`src/rtl/iram_dump_tx.sv`:
```
// iram_dump_tx: streams instruction RAM words out of a UART (8N1), three
// frames per 24-bit word, MSB byte first. Optional feature macro:
// DUMP_CHECKSUM_EN appends one frame carrying the mod-256 sum of all sent
// bytes before done. Assumes CLKS_PER_BIT >= 2.
module iram_dump_tx #(
  parameter int unsigned CLK_FREQ = 100000000,
  parameter int unsigned BAUD     = 9600
) (
  input  logic        clk,
  input  logic        rst,
  input  logic        start,
  input  logic [7:0]  word_count,
  output logic [7:0]  iram_addr,
  input  logic [23:0] iram_data,
  output logic        busy,
  output logic        done,
  output logic        tx
);

  localparam int unsigned CLKS_PER_BIT = CLK_FREQ / BAUD;
  localparam int unsigned CW = (CLKS_PER_BIT > 1) ? $clog2(CLKS_PER_BIT) : 1;
  localparam logic [CW-1:0] BIT_LAST  = CW'(CLKS_PER_BIT - 1);
  localparam logic [CW-1:0] STOP_LAST = (CLKS_PER_BIT > 1) ? CW'(CLKS_PER_BIT - 2) : '0;

  typedef enum logic [2:0] {
    IDLE,
    FETCH,
    LATCH,
    START,
    DATA,
    STOP,
    NEXT
  } state_e;

  state_e        state_q, state_d;
  logic [CW-1:0] baud_q, baud_d;
  logic [2:0]    bit_q, bit_d;
  logic [1:0]    byte_q, byte_d;
  logic [7:0]    addr_q, addr_d;
  logic [7:0]    wc_q, wc_d;
  logic [23:0]   shift_q, shift_d;
  logic [7:0]    iram_addr_q, iram_addr_d;
  logic          busy_q, busy_d;
  logic          done_q, done_d;
  logic          tx_q, tx_d;
  logic [7:0]    cur_byte;
`ifdef DUMP_CHECKSUM_EN
  logic [7:0]    sum_q, sum_d;
  logic          chk_q, chk_d;
`endif

  assign iram_addr = iram_addr_q;
  assign busy      = busy_q;
  assign done      = done_q;
  assign tx        = tx_q;

  // Next-state, counter and registered-output computation.
  always_comb begin
    state_d     = state_q;
    baud_d      = baud_q;
    bit_d       = bit_q;
    byte_d      = byte_q;
    addr_d      = addr_q;
    wc_d        = wc_q;
    shift_d     = shift_q;
    iram_addr_d = iram_addr_q;
    busy_d      = busy_q;
    done_d      = 1'b0;
`ifdef DUMP_CHECKSUM_EN
    sum_d       = sum_q;
    chk_d       = chk_q;
`endif

    case (state_q)
      IDLE: begin
        busy_d = 1'b0;
        if (start) begin
          if (word_count != 8'd0) begin
            state_d     = FETCH;
            addr_d      = '0;
            iram_addr_d = '0;
            wc_d        = word_count;
            busy_d      = 1'b1;
            baud_d      = '0;
`ifdef DUMP_CHECKSUM_EN
            sum_d       = '0;
            chk_d       = 1'b0;
`endif
          end else begin
            done_d = 1'b1;
          end
        end
      end

      FETCH: begin
        state_d = LATCH;
      end

      LATCH: begin
        shift_d = iram_data;
        byte_d  = '0;
        baud_d  = '0;
        state_d = START;
`ifdef DUMP_CHECKSUM_EN
        sum_d   = sum_q + iram_data[23:16] + iram_data[15:8] + iram_data[7:0];
`endif
      end

      START: begin
        if (baud_q == BIT_LAST) begin
          baud_d  = '0;
          bit_d   = '0;
          state_d = DATA;
        end else begin
          baud_d = baud_q + CW'(1);
        end
      end

      DATA: begin
        if (baud_q == BIT_LAST) begin
          baud_d = '0;
          if (bit_q == 3'd7) begin
            state_d = STOP;
          end else begin
            bit_d = bit_q + 3'd1;
          end
        end else begin
          baud_d = baud_q + CW'(1);
        end
      end

      STOP: begin
        // The last stop bit of a word ends one cycle early: its final tx=1
        // cycle is spent in NEXT, keeping the inter-word gap at FETCH+LATCH.
        if (byte_q == 2'd2) begin
          if (baud_q == STOP_LAST) begin
            baud_d  = '0;
            state_d = NEXT;
          end else begin
            baud_d = baud_q + CW'(1);
          end
        end else if (baud_q == BIT_LAST) begin
          baud_d  = '0;
          byte_d  = byte_q + 2'd1;
          shift_d = {shift_q[15:0], 8'h00};
          state_d = START;
        end else begin
          baud_d = baud_q + CW'(1);
        end
      end

      NEXT: begin
`ifdef DUMP_CHECKSUM_EN
        if (chk_q) begin
          state_d = IDLE;
          busy_d  = 1'b0;
          done_d  = 1'b1;
        end else if ((addr_q + 8'd1) == wc_q) begin
          addr_d  = addr_q + 8'd1;
          chk_d   = 1'b1;
          shift_d = {sum_q, 16'h0000};
          byte_d  = 2'd2;
          baud_d  = '0;
          state_d = START;
        end else begin
          addr_d      = addr_q + 8'd1;
          iram_addr_d = addr_q + 8'd1;
          state_d     = FETCH;
        end
`else
        addr_d = addr_q + 8'd1;
        if ((addr_q + 8'd1) == wc_q) begin
          state_d = IDLE;
          busy_d  = 1'b0;
          done_d  = 1'b1;
        end else begin
          iram_addr_d = addr_q + 8'd1;
          state_d     = FETCH;
        end
`endif
      end

      default: begin
        state_d = IDLE;
        busy_d  = 1'b0;
      end
    endcase

    // tx follows the state being entered so the line is registered.
    cur_byte = shift_d[23:16];
    case (state_d)
      START:   tx_d = 1'b0;
      DATA:    tx_d = cur_byte[bit_d];
      default: tx_d = 1'b1;
    endcase
  end

  // State and output registers with asynchronous active-low reset.
  always_ff @(posedge clk or negedge rst) begin
    if (!rst) begin
      state_q     <= IDLE;
      baud_q      <= '0;
      bit_q       <= '0;
      byte_q      <= '0;
      addr_q      <= '0;
      wc_q        <= '0;
      shift_q     <= '0;
      iram_addr_q <= '0;
      busy_q      <= 1'b0;
      done_q      <= 1'b0;
      tx_q        <= 1'b1;
`ifdef DUMP_CHECKSUM_EN
      sum_q       <= '0;
      chk_q       <= 1'b0;
`endif
    end else begin
      state_q     <= state_d;
      baud_q      <= baud_d;
      bit_q       <= bit_d;
      byte_q      <= byte_d;
      addr_q      <= addr_d;
      wc_q        <= wc_d;
      shift_q     <= shift_d;
      iram_addr_q <= iram_addr_d;
      busy_q      <= busy_d;
      done_q      <= done_d;
      tx_q        <= tx_d;
`ifdef DUMP_CHECKSUM_EN
      sum_q       <= sum_d;
      chk_q       <= chk_d;
`endif
    end
  end

endmodule

```
`config.mk`:
```
export PLATFORM = sky130hd
export DESIGN_NAME = iram_dump_tx
export DESIGN_NICKNAME = d
export VERILOG_FILES = /design/src/rtl/iram_dump_tx.sv
export SDC_FILE = /design/constraint.sdc
export NUM_CORES = 1
export LEC_CHECK = 0
export ABC_AREA = 1
export ABC_CLOCK_PERIOD_IN_PS = 3300
export CORE_MARGIN = 2
export CORE_UTILIZATION = 61
export CTS_CLUSTER_DIAMETER = 120
export DETAILED_ROUTE_END_ITERATION = 10
export GPL_TIMING_DRIVEN = 0
export PLACE_DENSITY = 0.84
export SLEW_MARGIN = 20
export SYNTH_ARGS = -nofsm -noshare
export SYNTH_HDL_FRONTEND = slang
export SYNTH_SLANG_ARGS = --single-unit
```
`constraint.sdc`:
```
create_clock -name clk -period 3.3 [get_ports clk]
set_clock_uncertainty 0.2 [all_clocks]
set_input_delay 0.66 -clock clk [delete_from_list [all_inputs] [get_ports clk]]
set_output_delay 0.66 -clock clk [all_outputs]
set_load 0.1 [all_outputs]
```
==> impl_metrics.yaml, run 1 <==
run_status:
  status: "finished clean"
sta:
  hold_slack_ps: 56.5
  fin_crit_sh: 0.861
  finalWorstSetupSlack_ps: 457
  maxSlewViolCount: 0
  setup-tns-final_ps: 0
  period_needed_ps: 2840
  hold_violations: 0
  rsz0062_at_grt: "false"
  max_freq_mhz: 352
  max_slew.worst_pin.slew_ps: 975
  setup_viol: 0
  max_slew_margin: 0.348
synth:
  synth_most_common_cell: "nand2_1"
  synthMuxAreaShare: 0
  synth_nets: 577
  syn_area_um2: 4160
  synth-edff-count: 0
  synth_cell_type_count: 48
  synth-simple-area-share: 0.319
  yosys-top-cells-count: "nand2_1, inv_1, dfrtp_1, nand3_1, nor2_1"
  synth_compound_area_frac: 0.104
  synth_top_area_cell: "dfrtp_1"
  synth.area.top_cells: "dfrtp_1, nand2_1, inv_1"
  syn_avg_cell_area_um2: 7.74
  synth-seq-area-share: 0.440
  synth-xor-area-share: 0.0229
  ys.flop_type: "dfrtp_1"
  synth_top_family_by_area: "simple AND/OR/NAND/NOR gates"
  ys_ff_latch: 73
  ys_warn_count: 0
  synth-async-reset-ratio: 1.00
  synthAdderAreaFrac: 0.0150
  synth_top_area_share: 0.433
  syn-instance-count: 537
detailed_routing:
  wl_met1_um: 4210
  top_layer: "met4"
  drt_iter0_drc: 187
  num_vias: 3761
  wirelength_um: 9480
  wl_met3_um: 443
  via_per_inst: 5.54
  drc: 0
  wl_per_cell_um: 14.0
  drtPass1Iterations: 5
  wl_met2_um: 4740
  drtAntennaViolNets: 0
floorplan:
  floorplan.initialDensity: 0.622
  die_w_um: 86.6
  num_rows: 30
  io_pins: 46
  die_h_um: 86.6
  coreArea_um2: 6680
  die_area_um2: 7490
power:
  p_leak_uw: 0.00254
  ir_drop_v: 0.000246
  p_total_uw: 1860
  power_density_nw_per_um2: 375
setup_path:
  max_stage_delay_ps: 1120
  crit_family: "buffers and inverters"
  slowest_stage: "clkdlybuf4s50_1"
  cp.buffers_inverters: 1
  worstPathRequired_ps: 2440
  cp_cell_sequence: "clkdlybuf4s50_1"
  crit_path_end_kind: "output port"
  critical_path_class: "reg -> out"
  cp.arrival_ps: 1980
  path_max_fanout: 1
  cp-start-kind: "flip-flop"
clock_network:
  cts.repair.resized: 0
  cts.hold.buffers_added: 0
  h-tree-depth: 3
  clkSinkCount: 73
  cts_made_buffers: 9
  clkSlewWorstSetupHoldPaths_ps: 80
  cts-root-buf: "clkbuf_8"
  cts_tree: "done"
  cts_setup_buffers: 0
  clkLatencyLatePin_ps: 350
  clock_path_buffers: 2
global_routing:
  grt_antenna_before_repair: 0
  grt_start_max_net_pins: 40
  grt.overflow.total: 0
  grt_pass1_vias: 3570
  grt_pass1_wl_um: 16400
  track_usage: 0.279
layout:
  multi_input_area_um2: 1920
  drive_above_1_share: 0.124
  diodes: 0
  final-seq-area_um2: 1830
  syn2layout_area_growth_pct: 19.5
  final_area_um2: 4970
  final_net_count: 634
  fillCellCount: 509
place:
  dp_slack_ps: 494
  routabilityCongestion: 0.929
  dpl.hpwl_um: 7070
  io_buffers: 45
  postPlaceCellArea_um2: 4730
job:
  cap_violations: 0
hold_path:
  hold_path.class: "in -> async"
[where the power goes]
part / switching [uW] / internal [uW]
Sequential: 4.73 / 909
Clock: 337 / 519
Combinational: 45.2 / 49.4
Total: 387 / 1480
[cells in the final DEF (no fill, tap or decap), types with 4 or more instances in the layout]
master,Yosys,layout
ha_1,5,5
o21ai_1,4,4
xor2_1,6,6
nand4_1,18,18
nand2_2,11,11
nor2_4,4,4
nand3_2,7,7
clkbuf_8,0,10
inv_1,79,79
nand3_1,37,37
nor2_2,5,5
o22ai_1,6,6
nor2_1,36,36
o21ai_0,32,32
nor3_1,6,6
o221ai_1,6,6
inv_2,9,9
nand2_1,141,141
dfrtp_1,72,72
a21oi_1,11,11
clkdlybuf4s50_1,0,44
[layer usage]
metal / vias to the layer above / track usage
met4: 0 / 0.0852
met1: 1792 / 0.375
li1: 1847 / -
met2: 110 / 0.456
met3: 12 / 0.0571
met5: - / 0
[metrics by stage]
stage | util | std cells
2_1_floorplan | - | 537
3_3_place_gp | 0.705 | 662
3_5_place_dp | 0.707 | 663
4_1_cts | 0.744 | 679
5_1_grt | 0.744 | 679
6_report | 0.744 | 679
[state kept, by name, summed over array words and instances, names as in the netlist]
name       flops
addr_q         8
baud_q        14
bit_q          3
busy           1
byte_q         2
done           1
iram_addr      8
shift_q       24
state_q        3
tx             1
wc_q           8
[area by class of cell]
cell class                 count  share of cell area
timing repair buffer          46              0.0942
inverter                      91              0.0687
buffer                        10              0.0144
clock inverter                 6              0.0211
multi-input combinational    363               0.386
sequential                    73               0.368
tap                           80              0.0201
clock buffer                  10              0.0277
[logic make-up (layout without fill, tap and decap cells)]
group | after synthesis | count (layout)
AND/OR/NAND/NOR | 277 | 277
adder cells (fa/ha/maj) | 5 | 5
flip-flops | 73 | 73
buffers and inverters | 101 | 163
XOR/XNOR | 10 | 10
AO/OA/AOI/OAI | 71 | 71
[final timing paths]
kind                                            end  slack, ps                     start  depth (start not counted)
max                                              tx        460              tx$_DFF_PN1_                          1
min                           addr_q[4]$_DFFE_PN0P_         60                       rst                          1
max reg2reg                iram_addr[7]$_DFFE_PN0P_        950     addr_q[0]$_DFFE_PN0P_                         12
min reg2reg                iram_addr[0]$_DFFE_PN0P_        280  iram_addr[0]$_DFFE_PN0P_                          2
max in group asynchronous              tx$_DFF_PN1_       2220                       rst                          2
min in group clk           iram_addr[0]$_DFFE_PN0P_        280  iram_addr[0]$_DFFE_PN0P_                          2
Note: power is estimated with default switching activity, not from simulation.
==> inputs of run 2 (changes only) <==
- ABC_AREA: 1 -> unset
- CORE_UTILIZATION: 61 -> 60
==> impl_metrics.yaml, run 2 <==
synth:
  synth-async-reset-ratio: 1.00
  yosys-top-cells-count: "nand2_1, dfrtp_1, o21ai_0, nor2_1, nand3_1"
  synth-seq-area-share: 0.474
  ys.flop_type: "dfrtp_1"
  syn-instance-count: 422
  synth_cell_type_count: 52
  ys_ff_latch: 73
  synth.area.top_cells: "dfrtp_1, nand2_1, o21ai_0"
  syn_area_um2: 3860
  synth_top_area_share: 0.467
  synth-edff-count: 0
  synth_top_area_cell: "dfrtp_1"
  synth_most_common_cell: "nand2_1"
  syn_avg_cell_area_um2: 9.15
  synth_nets: 462
  ys_warn_count: 0
power:
  power_density_nw_per_um2: 399
  p_int_uw: 1460
  power_frac_seq: 0.497
  p_leak_uw: 0.00204
  pwr-share-clk: 0.449
  ir_drop_v: 0.000293
  switching_power_uw: 404
  p_comb_frac: 0.053
  switching_share: 0.217
detailed_routing:
  drtPass1Iterations: 5
  via_per_inst: 5.91
  drc: 0
  drt_iter0_drc: 227
  wirelength_um: 8590
  num_vias: 3318
  drtAntennaViolNets: 0
  wl_per_cell_um: 15.3
layout:
  regMostFlops: "shift_q"
  final_net_count: 519
  syn2layout_area_growth_pct: 21.0
  final_area_um2: 4670
  largest_reg_flops: 24
  layout.cells.non_filler: 561
  most-common-layout-cells: "nand2_1, dfrtp_1, clkdlybuf4s50_1"
  diodes: 0
  top_regs: "shift_q: 24 flops, baud_q: 14 flops"
  layout_commonest_cell: "nand2_1"
  drive_above_1_share: 0.0826
clock_network:
  clkSinkCount: 73
  h-tree-depth: 3
  cts.hold.buffers_added: 0
  cts.repair.resized: 0
  cts_tree: "done"
  clkLatencyLatePin_ps: 360
  clock_path_buffers: 2
  cts_setup_buffers: 0
  cts-root-buf: "clkbuf_8"
  cts_made_buffers: 9
  clkSlewWorstSetupHoldPaths_ps: 80
global_routing:
  grt_pass1_vias: 3156
  grt.overflow.total: 0
  grt_start_max_net_pins: 49
  grt_antenna_before_repair: 0
  grt_pass1_wl_um: 14700
  track_usage: 0.259
sta:
  hold_slack_ps: 9.91
  rsz0062_at_grt: "false"
  hold_violations: 0
  setup_viol: 0
  period_needed_ps: 2980
  maxSlewViolCount: 0
  max_slew.worst_pin.slew_ps: 1100
  max_slew_margin: 0.263
  max_freq_mhz: 336
  fin_crit_sh: 0.902
place:
  routabilityCongestion: 0.951
  dpl.hpwl_um: 6180
  io_buffers: 45
  dp_cells: 545
  postPlaceCellArea_um2: 4430
run_status:
  status: "finished clean"
setup_path:
  cp_cell_sequence: "clkdlybuf4s50_1 > nor4_1 > a21oi_1 > nand2_1 > nor3_1 > nor2_1 > o21ai_0 > o21ai_0"
  cp.buffers_inverters: 1
  cp-start-kind: "input pin"
  slowest_stage: "nor3_1"
  cp.arrival_ps: 3010
  critical_path_class: "in -> reg"
  path_max_fanout: 10
  crit_path_end_kind: "flip-flop"
  crit_top_cell: "o21ai_0"
  worstPathRequired_ps: 3330
  crit_family: "simple AND/OR/NAND/NOR gates"
  max_stage_delay_ps: 840
hold_path:
  hold_path.class: "in -> async"
floorplan:
  die_area_um2: 7090
  io_pins: 46
  die_h_um: 84.2
  num_rows: 29
  coreArea_um2: 6280
  floorplan.initialDensity: 0.615
  die_w_um: 84.2
job:
  cap_violations: 0
==> run 2: cell count changes after synthesis, moves of 7 or more <==
| cell | before | now |
|---|---|---|
| a22oi_1 | 1 | 10 |
| and3_1 | 1 | 12 |
| inv_1 | 79 | 5 |
| inv_2 | 9 | 0 |
| nand2_1 | 141 | 106 |
| nand2_2 | 11 | 0 |
| nand2b_1 | 0 | 12 |
| nand3_1 | 37 | 17 |
| nand3_2 | 7 | 0 |
| nand4_1 | 18 | 4 |
| nor2_1 | 36 | 25 |
| o21ai_0 | 32 | 41 |
==> run 2: worst reg2reg max path, delay by kind of cell, from the launching register on <==
kind | cells | cell delay (ps)
and+or+nand+nor | 4 | 960
buffers and inverters | 1 | 310
DFF | 1 | 440
AOI/OAI and AO/OA | 4 | 790
==> run 2: final cells by class <==
class	count	area (um^2)
Multi-Input combinational cell	324	1910
Sequential cell	73	1830
Fill cell	447	1610
Timing Repair Buffer	46	475
Clock buffer	12	165
Buffer	20	101
Tap cell	77	96.3
Clock inverter	4	73.8
Inverter	5	18.8
==> run 2: path summary, 6_finish.rpt <==
path	endpoint	slack, ps	depth (start not counted)	startpoint
min in group clk	shift_q[11]$_DFFE_PN0P_	280	2	shift_q[11]$_DFFE_PN0P_
max in group asynchronous	tx$_DFF_PN1_	2280	2	rst
worst min-delay path	baud_q[5]$_DFFE_PN0P_	10	1	rst
worst max register to register	baud_q[6]$_DFFE_PN0P_	500	9	baud_q[12]$_DFFE_PN0P_
worst max-delay path	addr_q[5]$_DFFE_PN0P_	320	8	word_count[0]
worst min register to register	shift_q[11]$_DFFE_PN0P_	280	2	shift_q[11]$_DFFE_PN0P_
==> run 2: power groups by stage <==
| stage | Sequential, uW | Clock, uW | Combinational (uW) |
|---|---|---|---|
| after global placement | 943 | 0 | 93.1 |
| after global routing | 929 | 877 | 110 |
| final | 927 | 837 | 98.7 |
| after detailed placement | 944 | 0 | 99.2 |
| after CTS | 927 | 844 | 100 |
| after floorplan | 940 | 0 | 29.3 |
==> run 2: kinds of logic (layout without fill, tap and decap cells) <==
logic type | count (synthesis) | count (layout) | share of synthesized area
DFF | 73 | 73 | 0.474
muxes | 8 | 8 | 0.0224
xor gates and xnor gates | 15 | 15 | 0.0486
adders and majority gates | 5 | 5 | 0.0162
and+or+nand+nor | 200 | 200 | 0.244
buffers and inverters | 25 | 87 | 0.0311
AOI/OAI and AO/OA | 96 | 96 | 0.164
==> run 2: metal layers <==
metal	global-route usage	routed length, um	vias up
li1	-	-	1596
met1	0.361	3940	1597
met2	0.410	4010	108
met3	0.0462	471	17
met4	0.0997	172	0
met5	0	0	-
==> run 2: metrics by stage <==
step                total power [uW]  TNS, ps  utilization  setup WS (ps)
floorplan                        969        0            -            908
global placement                1040   -80800        0.702          -1120
detailed placement              1040        0        0.706           6.13
CTS                             1870        0        0.744            381
global route                    1920        0        0.744            163
finish                          1860        0        0.744            323
